<file path="src/rtl/conv_pkg.sv">
// conv_pkg: constants, FSM states and helpers for the
// K=3, rate-1/2 (7,5) convolutional code.
package conv_pkg;

  localparam int K = 3;
  localparam int SW = K - 1;
  localparam logic [K-1:0] G0 = 3'b111;
  localparam logic [K-1:0] G1 = 3'b101;

  typedef logic [SW-1:0] cstate_t;

  typedef enum logic [1:0] {
    COLLECT,
    TRACEBACK,
    OUTPUT
  } fsm_t;

  // Encoder output {c0,c1} leaving state s with input bit u.
  function automatic logic [1:0] expected_sym(
    input cstate_t s,
    input logic    u
  );
    logic [K-1:0] r;
    r = {u, s};
    return {^(r & G0), ^(r & G1)};
  endfunction

  // Hamming distance between two 2-bit symbols (0..2).
  function automatic logic [1:0] hamming(
    input logic [1:0] a,
    input logic [1:0] b
  );
    logic [1:0] d;
    d = a ^ b;
    return {1'b0, d[1]} + {1'b0, d[0]};
  endfunction

endpackage

</file>
<file path="src/rtl/viterbi_acs.sv">
// viterbi_acs: one add-compare-select cell.
// Ties go to the predecessor whose s0 is 0.
module viterbi_acs #(
  parameter int W = 7
) (
  input  logic [W-1:0] pm0,
  input  logic [W-1:0] pm1,
  input  logic [1:0]   bm0,
  input  logic [1:0]   bm1,
  output logic [W-1:0] pm_new,
  output logic         dec
);

  logic [W-1:0] sum0;
  logic [W-1:0] sum1;

  // Extend both candidates and keep the strictly smaller one.
  always_comb begin
    sum0   = pm0 + W'(bm0);
    sum1   = pm1 + W'(bm1);
    dec    = (sum1 < sum0);
    pm_new = dec ? sum1 : sum0;
  end

endmodule

</file>
<file path="src/rtl/viterbi_decoder.sv">
// viterbi_decoder: hard-decision Viterbi decoder for
// the (7,5) code over zero-terminated frames of NUM symbols.
module viterbi_decoder
  import conv_pkg::*;
#(
  parameter int NUM = 16
) (
  input  logic       clk_sig,
  input  logic       reset_sig,
  input  logic       in_valid_sig,
  output logic       in_ready_sig,
  input  logic [1:0] in_sym_sig,
  output logic       out_valid_sig,
  output logic       out_bit_sig,
  output logic       out_last_sig
);

  localparam int PM_W = $clog2(4 * NUM + 1);
  localparam int CW = $clog2(NUM);
  localparam logic [CW-1:0] T_LAST = CW'(NUM - 1);
  localparam logic [CW-1:0] O_LAST = CW'(NUM - 3);
  localparam logic [PM_W-1:0] PM_INIT = PM_W'(2 * NUM);

  fsm_t            state;
  fsm_t            state_nx;
  logic [CW-1:0]   cnt;
  logic [PM_W-1:0] pm [4];
  logic [PM_W-1:0] pm_new [4];
  logic [3:0]      dec;
  logic [3:0]      surv [NUM];
  logic [NUM-1:0]  ubuf;
  cstate_t         tb_st;
  logic            accept;

  assign accept = in_valid_sig & in_ready_sig;

  for (genvar ns = 0; ns < 4; ns++) begin : g_acs
    localparam int U  = ns / 2;
    localparam int S1 = ns % 2;
    localparam int P0 = 2 * S1;
    localparam int P1 = 2 * S1 + 1;

    logic [1:0] bm0;
    logic [1:0] bm1;

    assign bm0 = hamming(in_sym_sig,
                   expected_sym(cstate_t'(P0), 1'(U)));
    assign bm1 = hamming(in_sym_sig,
                   expected_sym(cstate_t'(P1), 1'(U)));

    viterbi_acs #(.W(PM_W)) u_acs (
      .pm0    (pm[P0]),
      .pm1    (pm[P1]),
      .bm0    (bm0),
      .bm1    (bm1),
      .pm_new (pm_new[ns]),
      .dec    (dec[ns])
    );
  end

  // FSM state register.
  always_ff @(posedge clk_sig or posedge reset_sig) begin
    if (reset_sig) state <= COLLECT;
    else           state <= state_nx;
  end

  // Next state and ready decode.
  always_comb begin
    state_nx     = state;
    in_ready_sig = 1'b0;
    unique case (state)
      COLLECT: begin
        in_ready_sig = 1'b1;
        if (in_valid_sig && cnt == T_LAST)
          state_nx = TRACEBACK;
      end
      TRACEBACK: begin
        if (cnt == '0) state_nx = OUTPUT;
      end
      OUTPUT: begin
        if (cnt == O_LAST) state_nx = COLLECT;
      end
      default: state_nx = COLLECT;
    endcase
  end

  // Counter, path metrics, traceback state, outputs.
  always_ff @(posedge clk_sig or posedge reset_sig) begin
    if (reset_sig) begin
      cnt           <= '0;
      pm[0]         <= '0;
      pm[1]         <= PM_INIT;
      pm[2]         <= PM_INIT;
      pm[3]         <= PM_INIT;
      tb_st         <= '0;
      out_valid_sig <= 1'b0;
      out_bit_sig   <= 1'b0;
      out_last_sig  <= 1'b0;
    end else begin
      out_valid_sig <= 1'b0;
      out_last_sig  <= 1'b0;
      unique case (state)
        COLLECT: begin
          if (accept) begin
            for (int i = 0; i < 4; i++)
              pm[i] <= pm_new[i];
            if (cnt == T_LAST) tb_st <= '0;
            else               cnt   <= cnt + 1'b1;
          end
        end
        TRACEBACK: begin
          tb_st <= {tb_st[0], surv[cnt][tb_st]};
          if (cnt != '0) cnt <= cnt - 1'b1;
        end
        OUTPUT: begin
          out_valid_sig <= 1'b1;
          out_bit_sig   <= ubuf[cnt];
          out_last_sig  <= (cnt == O_LAST);
          if (cnt == O_LAST) begin
            cnt   <= '0;
            pm[0] <= '0;
            pm[1] <= PM_INIT;
            pm[2] <= PM_INIT;
            pm[3] <= PM_INIT;
          end else begin
            cnt <= cnt + 1'b1;
          end
        end
        default: ;
      endcase
    end
  end

  // Survivor decisions and traced-back bits; always
  // rewritten before use, so no reset is needed.
  always_ff @(posedge clk_sig) begin
    if (accept)
      surv[cnt] <= dec;
    if (state == TRACEBACK)
      ubuf[cnt] <= tb_st[1];
  end

endmodule

</file>
<file path="config.mk">
export PLATFORM = sky130hd
export DESIGN_NAME = viterbi_decoder
export DESIGN_NICKNAME = d
export VERILOG_FILES = /design/src/rtl/conv_pkg.sv /design/src/rtl/viterbi_acs.sv /design/src/rtl/viterbi_decoder.sv
export SDC_FILE = /design/constraint.sdc
export NUM_CORES = 1
export LEC_CHECK = 0
export CAP_MARGIN = 20
export CORE_MARGIN = 2
export CORE_UTILIZATION = 68
export DETAILED_ROUTE_END_ITERATION = 7
export HOLD_SLACK_MARGIN = 0.05
export PLACE_DENSITY = 0.85
export RECOVER_POWER = 100
export SLEW_MARGIN = 10
export SYNTH_ARGS = -nofsm -noshare
export SYNTH_HDL_FRONTEND = slang
export SYNTH_SLANG_ARGS = --single-unit
</file>
<file path="constraint.sdc">
create_clock -name clk_sig -period 6.4 [get_ports clk_sig]
set_input_delay 0.96 -clock clk_sig [delete_from_list [all_inputs] [get_ports clk_sig]]
set_output_delay 0.96 -clock clk_sig [all_outputs]
set_load 0.01 [all_outputs]
</file>
# After elaboration in Yosys (flattened, before gate mapping)
# Memory sizes are Yosys's and may differ from the RTL's.
# Cells that the tools add are included.
[classes] addsub=14 order_cmp=7 eq_ne=11 n_mux=31 bitwise_logic=4 reduce_logical=12
[ops] cell="$add 7x2->7" n=8
[ops] cell="$mux 28" n=2
[ops] cell="$pmux 28 s2" n=1
[ops] cell="$lt 7x7->1" n=4
[ops] cell="$mux 7" n=4
[ops] cell="$bwmux 16" n=1
[ops] cell="$mux 4" n=4
[ops] cell="$ne 2x2->1 const B" n=7
[ops] cell="$pmux 4 s3" n=1
[ops] cell="$mux 2" n=5
[ops] cell="$reduce_and 3->1" n=3
[ops] cell="$add 1x1->2" n=4
[ops] cell="$eq 4x4->1 const B" n=2
[ops] cell="$mux 1" n=8
[ops] cell="$pmux 2 s3" n=1
[ops] cell="$lt 4x5->1 const B" n=1
[ops] cell="$add 4x1->4 const B" n=1
[ops] cell="$bmux 1 s4" n=1
[ops] cell="$demux 1 s4" n=1
[ops] cell="$ge 4x1->1 const B" n=1
[ops] cell="$logic_not 4->1" n=1
[ops] cell="$pmux 2 s2" n=1
[ops] cell="$reduce_and 4->1" n=1
[ops] cell="$reduce_bool 2->1" n=2
[ops] cell="12 further kinds" n=14
[word_totals] regBits=55 ram_bits=64 input_bits=5 out_inout_bits=4 wordCells=91 memories=1
[mem_list] memory="surv" depth=16 width=4 rd=1 rd_clocked_by_memory_dff=0 write_ports=1 line_no="viterbi_decoder.sv:30" text="logic [3:0] surv [NUM];"

# Depth between registers and ports, before layout
# Gate-level depths: netlist of run 1.
[depth] word_depth=7 ltp_mapped=16 mapped_depth_nobuf=16

# By module
# From an unflattened synthesis of run 1, not the netlist that was laid out.
[unflattened] hier_cells=638 area_unflattened_um2=7302.0
[modules_own_cells] mod="viterbi_decoder" instances=1 cells_per_inst=382 area_each_um2=5196.2
[modules_own_cells] mod="viterbi_acs (g_acs[1].u_acs ...)" instances=3 cells_per_inst=64 area_each_um2=528.0
[modules_own_cells] mod="viterbi_acs (g_acs[0].u_acs)" instances=1 cells_per_inst=64 area_each_um2=521.8

# Worst setup path after synthesis of run 1
# Ideal clock, no wire load.
[synth_timing] kind="input to register" start="input in_sym_sig[0]" end="register pm[3] (netlist bit)" arrival_time_ps=3993 setup_slack_ps=2286 path_stages=15 path_cell_list="inv_1 ha_1 inv_1 ha_1 ha_1 a21oi_1 nor2_1 xor2_1 ha_1 and3_1 a221oi_1 o21ai_1 inv_2 mux2i_1 a22o_1"
[synth_between] elab_chain_cells=7 elab_cells_between_ends=9
[synth_rtl] item="start, declared" line_no="viterbi_decoder.sv:12" text="input logic [1:0] in_sym_sig,"
[synth_rtl] item="$not 1->1 (no source line)"
[synth_rtl] item="$add 1x1->2" line_no="conv_pkg.sv:35" text="return {1'b0, d[1]} + {1'b0, d[0]};"
[synth_rtl] item="$add 7x2->7" line_no="viterbi_acs.sv:19" text="sum0 = pm0 + W'(bm0);"
[synth_rtl] item="$lt 7x7->1 *" line_no="viterbi_acs.sv:21" text="dec = (sum1 < sum0);"
[synth_rtl] item="named net g_acs[3].u_acs.dec" line_no="viterbi_acs.sv:11" text="output logic dec"
[synth_rtl] item="$mux 7 *" line_no="viterbi_acs.sv:22" text="pm_new = dec ? sum1 : sum0;"
[synth_rtl] item="$mux 28 *" line_no="viterbi_decoder.sv:104" text="if (accept) begin"
[synth_rtl] item="$pmux 28 s2 *" line_no="viterbi_decoder.sv:102" text="unique case (state)"
[synth_rtl] item="end signal, assigned by index" line_no="viterbi_decoder.sv:106" text="pm[i] <= pm_new[i];"
[synth_rtl] item="end, declared" line_no="viterbi_decoder.sv:27" text="logic [PM_W-1:0] pm [4];"
# The timed path passes the listed nets; every way through them passes the cells marked *. The select of a mux whose other input is x is not followed.
# A chain may end at the register's enable or synchronous reset.

# Worst setup path in the final report of run 1
[layout_timing] start="input in_sym_sig[0]" end="register pm[2] (netlist bit)"
# The elaborated chain is that of the path after synthesis.

==> results.rst, run 1 <==
.. list-table::
   :header-rows: 1

   * - Metric
     - Value
   * - Antenna Diode Count
     - 0
   * - Number of nets at the end of the flow
     - approximately 640
   * - Post-synthesis simple-gate area fraction
     - 11.4%
   * - Top cell type by total area after synthesis
     - sky130_fd_sc_hd__edfxtp_1
   * - Startpoint type of the worst setup path
     - input pin
   * - Vias in the first global route
     - approximately 4800
   * - Clock latency at the later pin of the worst-skew pair
     - around 0.52 ns
   * - Master cell of the clock root buffer
     - sky130_fd_sc_hd__clkbuf_8
   * - Floorplan die height
     - approximately 100 microns
   * - Combinational family with the most area after synthesis
     - simple AND/OR/NAND/NOR gates
   * - Post-CTS Resized
     - 0
   * - Weighted congestion reported at the end of routability-driven placement
     - 0.874
   * - Antenna violations before repair
     - 0
   * - Most used standard cell by instance count after synthesis
     - sky130_fd_sc_hd__edfxtp_1
   * - Area fraction in compound gates after synthesis
     - between 10% and 20%
   * - Net Count, Synth
     - between 600 and 700
   * - Mean post-synth cell area
     - ~12 sq um
   * - Core Footprint
     - between 9000 and 10000 sq um
   * - Synth area leaders
     - sky130_fd_sc_hd__edfxtp_1 35%, sky130_fd_sc_hd__dfrtp_1 13%, sky130_fd_sc_hd__ha_1 9.7%
   * - P_leak
     - between 3 and 4 nW
   * - Power density normalized to cell area
     - ~560 nW/um^2
   * - Fin crit period
     - around 5.3 ns
   * - Cell count after synthesis
     - just under 600
   * - WL/cell
     - 20.3 microns
   * - Area used by multi-input combinational logic
     - roughly 3300 sq um
   * - Fraction of final layout cells sized beyond drive strength 1
     - a little under a tenth
   * - Crit. End Element
     - flip-flop
   * - Area delta synth->final
     - 9.56%
   * - Transition at the pin with the smallest max-transition slack
     - approximately 2.3 ns
   * - TritonCTS buffer count
     - 17
   * - Share of the synthesized area in the top cell type
     - between 30% and 40%
   * - Count of state elements after synthesis
     - around 120
   * - Count of pins over their slew limit
     - 62
   * - Critical path class
     - in2reg
   * - Antenna violation net count after detailed routing
     - 0
   * - Area share of fa/ha/maj cells after synthesis
     - approximately 9.7%
   * - Maximum capacitance violations
     - 2
   * - Top-level I/O count
     - 9
   * - Failing checks
     - max-capacitance violations, max-slew violations
   * - Required arrival time at the worst endpoint
     - about 7 ns
   * - Routed Wire Length
     - about 15000 microns
   * - Maximum number of pins on one net before global-route repair
     - 40
   * - Total track usage
     - roughly 30%
   * - Portion of netlist area occupied by mux cells
     - about a tenth
   * - HPWL Detailed
     - 9890 microns
   * - Number of endpoints failing setup at the final stage
     - 0
   * - Share of synthesized area occupied by flip-flops and latches
     - around half
   * - Status
     - finished, violations left
   * - Hold-fix buffer count after cts
     - 0
   * - Distinct cell type count of the synthesized netlist
     - between 40 and 50
   * - Setup Skew
     - about 0.012 ns
   * - Part of the cycle the worst path needs
     - 82.8%
   * - Post-DR vias/cell
     - between 6 and 7
   * - Area share of xor/xnor cells in the synthesized design
     - 5.94%
   * - Die outline width
     - around 100 microns
   * - CTS Sinks
     - ~120
   * - Count of input and output buffers
     - 8
   * - First-pass iteration count of the detailed router
     - 7
   * - Placed Instance Area
     - 7050 sq um
   * - Count of flip-flops with a built-in enable after synthesis
     - 80
   * - Clock slew at reported path FFs
     - around 0.060 ns
   * - DRC violations left
     - 0
   * - Endpoint arrival time on the critical path
     - about 5.7 ns
   * - HP Class
     - reg2reg
   * - Number of buffers inserted to repair setup after CTS
     - 0
   * - Combined area of all synthesized cells
     - between 6000 and 7000 sq um
   * - Commonest cells in the synthesized netlist
     - 80 x sky130_fd_sc_hd__edfxtp_1, 54 x sky130_fd_sc_hd__ha_1, 42 x sky130_fd_sc_hd__nand2_1, 38 x sky130_fd_sc_hd__nor2_1, 36 x sky130_fd_sc_hd__dfrtp_1
   * - Hold violation total from the final report
     - 0
   * - Setup TNS after final layout
     - 0 ns
   * - Primary FF master, synth
     - sky130_fd_sc_hd__edfxtp_1
   * - Fraction of registers with async set/reset
     - 32.8%
   * - Peak Freq
     - approximately 0.19 GHz
   * - Fill cells
     - between 600 and 700
   * - Tightest slew margin relative to the limit
     - -52.6%
   * - TritonCTS clock tree
     - yes
   * - Number of placement rows
     - 36
   * - Final design area excluding fillers
     - between 7000 and 8000 sq um
   * - Peak supply drop
     - ~0.00043 V
   * - RSZ-0062 raised after global routing
     - no
   * - Total Die Area
     - roughly 11000 sq um
   * - Storage element area
     - between 3000 and 4000 sq um
   * - Hold slack final
     - roughly 0.50 ns
   * - Largest fanout of any net on the critical path
     - 21
   * - First-pass GRT wire length
     - between 20000 and 25000 microns
   * - Maximum clock insertion buffer count
     - 2
   * - DRC violation total after the first TritonRoute iteration
     - roughly 370
   * - Starting Density
     - a little over two thirds
   * - H-Tree Level Count
     - 4
   * - Overflow left after global routing
     - 0
   * - Synthesis warning total
     - 0
   * - Vias after detailed routing
     - 4679
==> through the flow <==
step / total power, mW / setup slack [ns] / utilization (%) / cells
6_report: 4.23 / 1.10 / 77.4 / 730
5_1_grt: 4.53 / 0.689 / 77.4 / 730
4_1_cts: 4.24 / 1.67 / 77.5 / 730
3_5_place_dp: 3.30 / 1.12 / 71.8 / 699
3_3_place_gp: 3.21 / 1.26 / 71.8 / 699
2_1_floorplan: 2.84 / 2.29 / - / 590
==> cell usage in the layout, fill, tap and decap left out, types with 3 or more instances in the layout <==
cell | netlist | routed
sky130_fd_sc_hd__and3_1 | 30 | 30
sky130_fd_sc_hd__nand2_1 | 42 | 42
sky130_fd_sc_hd__edfxtp_1 | 80 | 80
sky130_fd_sc_hd__mux2i_1 | 17 | 17
sky130_fd_sc_hd__clkinv_2 | 0 | 6
sky130_fd_sc_hd__nor2b_1 | 8 | 8
sky130_fd_sc_hd__ha_1 | 54 | 54
sky130_fd_sc_hd__clkbuf_1 | 30 | 4
sky130_fd_sc_hd__and2_1 | 10 | 10
sky130_fd_sc_hd__nor2_1 | 38 | 38
sky130_fd_sc_hd__clkbuf_16 | 0 | 16
sky130_fd_sc_hd__o21ai_0 | 5 | 21
sky130_fd_sc_hd__a31oi_1 | 3 | 3
sky130_fd_sc_hd__nand2b_1 | 6 | 6
sky130_fd_sc_hd__mux4_2 | 22 | 22
sky130_fd_sc_hd__a21o_1 | 9 | 9
sky130_fd_sc_hd__xnor2_1 | 27 | 27
sky130_fd_sc_hd__dlygate4sd3_1 | 0 | 6
sky130_fd_sc_hd__o22ai_1 | 3 | 3
sky130_fd_sc_hd__nand3_1 | 7 | 7
sky130_fd_sc_hd__a22o_1 | 9 | 9
sky130_fd_sc_hd__a21oi_1 | 21 | 21
sky130_fd_sc_hd__nand4_1 | 12 | 12
sky130_fd_sc_hd__o22a_1 | 3 | 3
sky130_fd_sc_hd__o31ai_1 | 9 | 9
sky130_fd_sc_hd__a22oi_1 | 3 | 3
sky130_fd_sc_hd__o21ai_1 | 22 | 6
sky130_fd_sc_hd__a32o_1 | 5 | 5
sky130_fd_sc_hd__or2_0 | 3 | 3
sky130_fd_sc_hd__inv_1 | 24 | 25
sky130_fd_sc_hd__dfstp_2 | 3 | 3
sky130_fd_sc_hd__bufinv_16 | 0 | 3
sky130_fd_sc_hd__o211ai_1 | 5 | 5
sky130_fd_sc_hd__xor2_1 | 20 | 20
sky130_fd_sc_hd__dfrtp_1 | 36 | 36
==> cells by family (layout without fill, tap and decap cells) <==
logic type,Yosys count,after routing
simple gates,160,160
flops,119,119
compound gates,107,107
buf+inv,60,67
fa+ha+maj,54,54
xor+xnor,47,47
mux,43,43
==> state kept, by name, summed over array words and instances, names as in the netlist <==
| register | cells |
|---|---|
| surv | 64 |
| pm | 28 |
| ubuf | 16 |
| cnt | 4 |
| state | 2 |
| tb_st | 2 |
| out_bit_sig | 1 |
| out_last_sig | 1 |
| out_valid_sig | 1 |
==> layout make-up <==
cell class              count  share of cell area [%]
multi-input cells         411                    43.5
inverters                  25                    1.23
repair buffers             11                    1.25
clock buffers              19                    5.55
clock inverters            12                    1.78
well taps                 133                    2.19
flip-flops and latches    119                    44.5
==> critical path, stage by stage <==
cell	delay, ns
sky130_fd_sc_hd__dlygate4sd3_1	0.63
sky130_fd_sc_hd__inv_1	0.13
sky130_fd_sc_hd__ha_1	0.37
sky130_fd_sc_hd__inv_1	0.08
sky130_fd_sc_hd__ha_1	0.26
sky130_fd_sc_hd__ha_1	0.22
sky130_fd_sc_hd__a21oi_1	0.36
sky130_fd_sc_hd__nor2_1	0.11
sky130_fd_sc_hd__xor2_1	0.17
sky130_fd_sc_hd__ha_1	0.31
sky130_fd_sc_hd__and3_1	0.20
sky130_fd_sc_hd__a221oi_1	0.37
sky130_fd_sc_hd__o21ai_0	0.43
sky130_fd_sc_hd__inv_1	0.66
sky130_fd_sc_hd__o21ai_0	0.19
sky130_fd_sc_hd__a22o_1	0.25
==> metal layers <==
layer / vias up / track usage [%] / wire length, microns
met3: 26 / 6.24 / 828
li1: 2165 / - / -
met1: 2291 / 35.6 / 5770
met5: - / 0 / 0
met4: 0 / 12.5 / 277
met2: 197 / 50.7 / 7940
==> power breakdown <==
| group | leakage (nW) | switching, mW | internal (mW) |
|---|---|---|---|
| clock | 0.276 | 0.323 | 0.582 |
| sequential | 1.21 | 0.209 | 1.16 |
| combinational | 1.60 | 1.16 | 0.806 |
==> worst paths after layout <==
check                              start       endpoint  slack [ns]  depth (start not counted)
hold reg to reg                    pm[7]          pm[7]        0.50                          2
setup / recovery           in_sym_sig[0]          pm[2]        1.10                         16
min in group asynchronous      reset_sig  out_valid_sig        1.73                          3
max in group asynchronous      reset_sig         pm[20]        3.35                          3
setup reg to reg                   pm[0]          pm[2]        2.35                         12
hold / removal                     pm[7]          pm[7]        0.50                          2
Note: power is estimated with default switching activity, not from simulation.
==> inputs of run 2 (changes only) <==
CORE_UTILIZATION = 63   (was 68)
PLACE_DENSITY = 0.8   (was 0.85)
clock period = 5 ns   (was 6.4 ns; I/O delays follow)
==> run 2 against run 1 <==
The flow still finishes with violations (max-capacitance violations, max-slew violations). Utilization is 6.3 points lower. Final cell count up 2.1%. Non-clock buffer count grew 7. Die area rose by 7.6%. Via count grew 0.49%. First-iteration DRC count fell by 6.2%. Flip-flop and latch count is the same. Count of clock-buffer cells in the layout fell by 2. Critical endpoint is now surv[15][0]. Largest cell class unchanged.
==> results.rst, run 2 (same netlist as run 1, synthesis figures left out) <==
.. list-table::
   :header-rows: 1

   * - Metric
     - Value
   * - Status
     - finished, violations left (unchanged)
   * - Failing checks
     - max-capacitance violations, max-slew violations (unchanged)
   * - Detailed route wirelength on metal3
     - 788 microns (was 828 microns)
   * - Tightest slew margin relative to the limit
     - -52.2% (was -52.6%)
   * - CP Depth
     - 13 (was 16)
   * - Weighted congestion reported at the end of routability-driven placement
     - 0.882 (was 0.874)
   * - Part of the cycle the worst path needs
     - 89.7%
   * - Count of input and output buffers
     - 8 (unchanged)
   * - HP Class
     - reg2reg (unchanged)
   * - Endpoint arrival time on the critical path
     - 4.64 ns (was 5.71 ns)
   * - Starting Density
     - 64.3% (was 70.6%)
   * - Largest fanout of any net on the critical path
     - 16 (was 21)
   * - End of the worst register-to-register path
     - surv[15][0] (was pm[2])
   * - Setup TNS after final layout
     - 0 ns (unchanged)
   * - Die outline width
     - 109 microns (was 105 microns)
   * - Flip-flop count of the largest register after layout
     - 64 (unchanged)
   * - Peak Freq
     - 0.223 GHz
   * - Startpoint type of the worst setup path
     - input pin (unchanged)
   * - First-pass GRT wire length
     - 24600 microns (unchanged)
   * - Number of endpoints failing setup at the final stage
     - 0 (unchanged)
   * - Antenna Diode Count
     - 0 (unchanged)
   * - Antenna violations before repair
     - 0 (unchanged)
   * - Hold-fix buffer count after cts
     - 0 (unchanged)
   * - Beginning of the worst register-to-register path
     - pm[21] (was pm[0])
   * - Largest stage delay, worst path
     - 0.64 ns (was 0.66 ns)
   * - CTS Sinks
     - 119 (unchanged)
   * - WHS Endpoint
     - pm[7] (unchanged)
   * - Total track usage
     - 27.8% (was 29.3%)
   * - Routed Wire Length
     - 15200 microns (was 14800 microns)
   * - Number of placement rows
     - 38 (was 36)
   * - Met2 layer wire length in the routed design
     - 8050 microns (was 7940 microns)
   * - Hold violation total from the final report
     - 0 (unchanged)
   * - Crit. End Element
     - flip-flop (unchanged)
   * - Required arrival time at the worst endpoint
     - 5.15 ns (was 6.80 ns)
   * - Count of cells along the worst hold path
     - 2 (unchanged)
   * - Maximum clock insertion buffer count
     - 2 (unchanged)
   * - Number of buffers inserted to repair setup after CTS
     - 0 (unchanged)
   * - Final design area excluding fillers
     - 7670 sq um (was 7600 sq um)
   * - Count of pins over their slew limit
     - 40 (was 62)
   * - WL/cell
     - 20.3 microns (about the same)
   * - Floorplan die height
     - 109 microns (was 105 microns)
   * - Post-DR vias/cell
     - 6.31 (was 6.41)
   * - Most common cell after layout, fill and taps aside
     - sky130_fd_sc_hd__edfxtp_1 (unchanged)
   * - First-pass iteration count of the detailed router
     - 5 (was 7)
   * - Peak supply drop
     - 0.000429 V (was 0.000432 V)
   * - Max Used Layer
     - met4 (unchanged)
   * - Antenna violation net count after detailed routing
     - 0 (unchanged)
   * - Fin crit period
     - about 4.5 ns
   * - Critical path class
     - in2reg (unchanged)
   * - Maximum number of pins on one net before global-route repair
     - 40 (unchanged)
   * - Top-level I/O count
     - 9 (unchanged)
   * - Core Footprint
     - 10800 sq um (was 9820 sq um)
   * - Registers with the most flip-flops
     - surv x64, pm x28, ubuf x16 (unchanged)
   * - TritonCTS clock tree
     - yes (unchanged)
   * - Launch point of the worst hold path
     - pm[7] (unchanged)
   * - DRC violations left
     - 0 (unchanged)
   * - Maximum capacitance violations
     - 1 (was 2)
   * - Reg2Reg Depth
     - 10 (was 12)
   * - Post-CTS Resized
     - 0 (unchanged)
   * - Number of nets at the end of the flow
     - 651 (was 644)
   * - P_leak
     - 3.12 nW (was 3.09 nW)
   * - Vias in the first global route
     - 4909 (was 4770)
   * - DRC violation total after the first TritonRoute iteration
     - 349 (was 372)
   * - Met1 Routed Length
     - 5910 microns (was 5770 microns)
   * - Clock latency at the later pin of the worst-skew pair
     - 0.53 ns (was 0.52 ns)
   * - Transition at the pin with the smallest max-transition slack
     - 2.28 ns (was 2.29 ns)
   * - Placed Instance Area
     - 7110 sq um (was 7050 sq um)
   * - Total Die Area
     - 11900 sq um (was 11000 sq um)
   * - H-Tree Level Count
     - 4 (unchanged)
   * - Critical path's most frequent cell
     - sky130_fd_sc_hd__ha_1 (unchanged)
   * - Crit path max-delay cell type
     - sky130_fd_sc_hd__dlygate4sd3_1 (was sky130_fd_sc_hd__inv_1)
   * - Bufs and invs on worst path
     - 4 (unchanged)
   * - RSZ-0062 raised after global routing
     - no (unchanged)
   * - Top delay family on crit path
     - buffers and inverters (was compound AO/OA/AOI/OAI gates)
   * - HPWL Detailed
     - 10300 microns (was 9890 microns)
   * - TritonCTS buffer count
     - 17 (unchanged)
   * - Power density normalized to cell area
     - 726 nW/um^2 (was 557 nW/um^2)
   * - Master cell of the clock root buffer
     - sky130_fd_sc_hd__clkbuf_8 (unchanged)
   * - Overflow left after global routing
     - 0 (unchanged)
   * - Clock slew at reported path FFs
     - 0.06 ns (about the same)
   * - Area delta synth->final
     - 10.7% (was 9.56%)
   * - Setup Skew
     - 0.0127 ns (was 0.0116 ns)
   * - Highest-count cells in the layout ignoring fill and taps
     - 80 x sky130_fd_sc_hd__edfxtp_1, 54 x sky130_fd_sc_hd__ha_1, 42 x sky130_fd_sc_hd__nand2_1, 38 x sky130_fd_sc_hd__nor2_1, 36 x sky130_fd_sc_hd__dfrtp_1 (unchanged)
   * - Fraction of final layout cells sized beyond drive strength 1
     - 10.6% (was 9.38%)
   * - Most flop-heavy register
     - surv (unchanged)
   * - Vias after detailed routing
     - 4702 (was 4679)
   * - Register-to-register path setup slack
     - 1.48 ns (was 2.35 ns)
   * - CP Cell Sequence
     - dlygate4sd3_1 -> inv_1 -> ha_1 -> ha_1 -> ha_1 -> a21oi_1 -> nor2_1 -> xnor2_1 -> ha_1 -> nand4_1 -> o211ai_1 -> clkbuf_1 -> inv_1 (was dlygate4sd3_1 -> inv_1 -> ha_1 -> inv_1 -> ha_1 -> ha_1 -> a21oi_1 -> nor2_1 -> xor2_1 -> ha_1 -> and3_1 -> a221oi_1 -> o21ai_0 -> inv_1 -> o21ai_0 -> a22o_1)
[run 2: cell count changes in the layout (fill, tap and decap cells not counted), sizes merged]
cell,delta
buf,+2
bufinv,-2
clkinvlp,+1
clkinv,-7
inv,+11
clkbuf,+3
[run 2: through the flow]
step	instances	setup slack, ns	power, mW	hold WS, ns	util [%]
finish	745	0.514	5.57	0.495	71.1
floorplan	590	1.10	3.64	0.462	-
CTS	745	0.890	5.63	0.500	71.3
detailed placement	713	0.351	4.37	0.485	65.9
global placement	713	0.518	4.22	0.480	65.9
global route	745	0.255	5.93	0.505	71.1
[run 2: tightest hold or removal path, stage by stage (launching register included)]
cell and delay [ns]:
sky130_fd_sc_hd__dfrtp_1 0.35, sky130_fd_sc_hd__nand2_1 0.05, sky130_fd_sc_hd__o21ai_0 0.07
[run 2: how the worst max path moves through the flow]
stage	slack, ns	from	end
floorplan	1.10	in_sym_sig[0]	pm[3]
global placement	0.52	in_sym_sig[0]	pm[3]
detailed placement	0.35	in_sym_sig[0]	pm[0]
CTS	0.89	in_sym_sig[0]	surv[5][1]
global route	0.25	in_sym_sig[0]	surv[15][0]
finish	0.51	in_sym_sig[0]	surv[15][0]
[run 2: layout make-up]
class,count,area [sq um]
fillers,720,3120
multi-input cells,411,3300
well taps,140,175
inverters,25,93.8
clock buffers,17,414
clock inverters,15,175
repair buffers,18,130
flip-flops and latches,119,3380
[run 2: per-layer routing]
metal / global-route usage, % / up-vias
met5: 0 / -
met4: 11.8 / 0
met3: 5.08 / 47
met2: 50.0 / 188
met1: 32.4 / 2280
li1: - / 2187
[run 2: where the power goes]
group | internal (mW) | switching, mW | total (mW)
Clock | 0.692 | 0.519 | 1.21
Combinational | 1.07 | 1.55 | 2.62
Sequential | 1.47 | 0.267 | 1.74
Total | 3.23 | 2.34 | 5.57
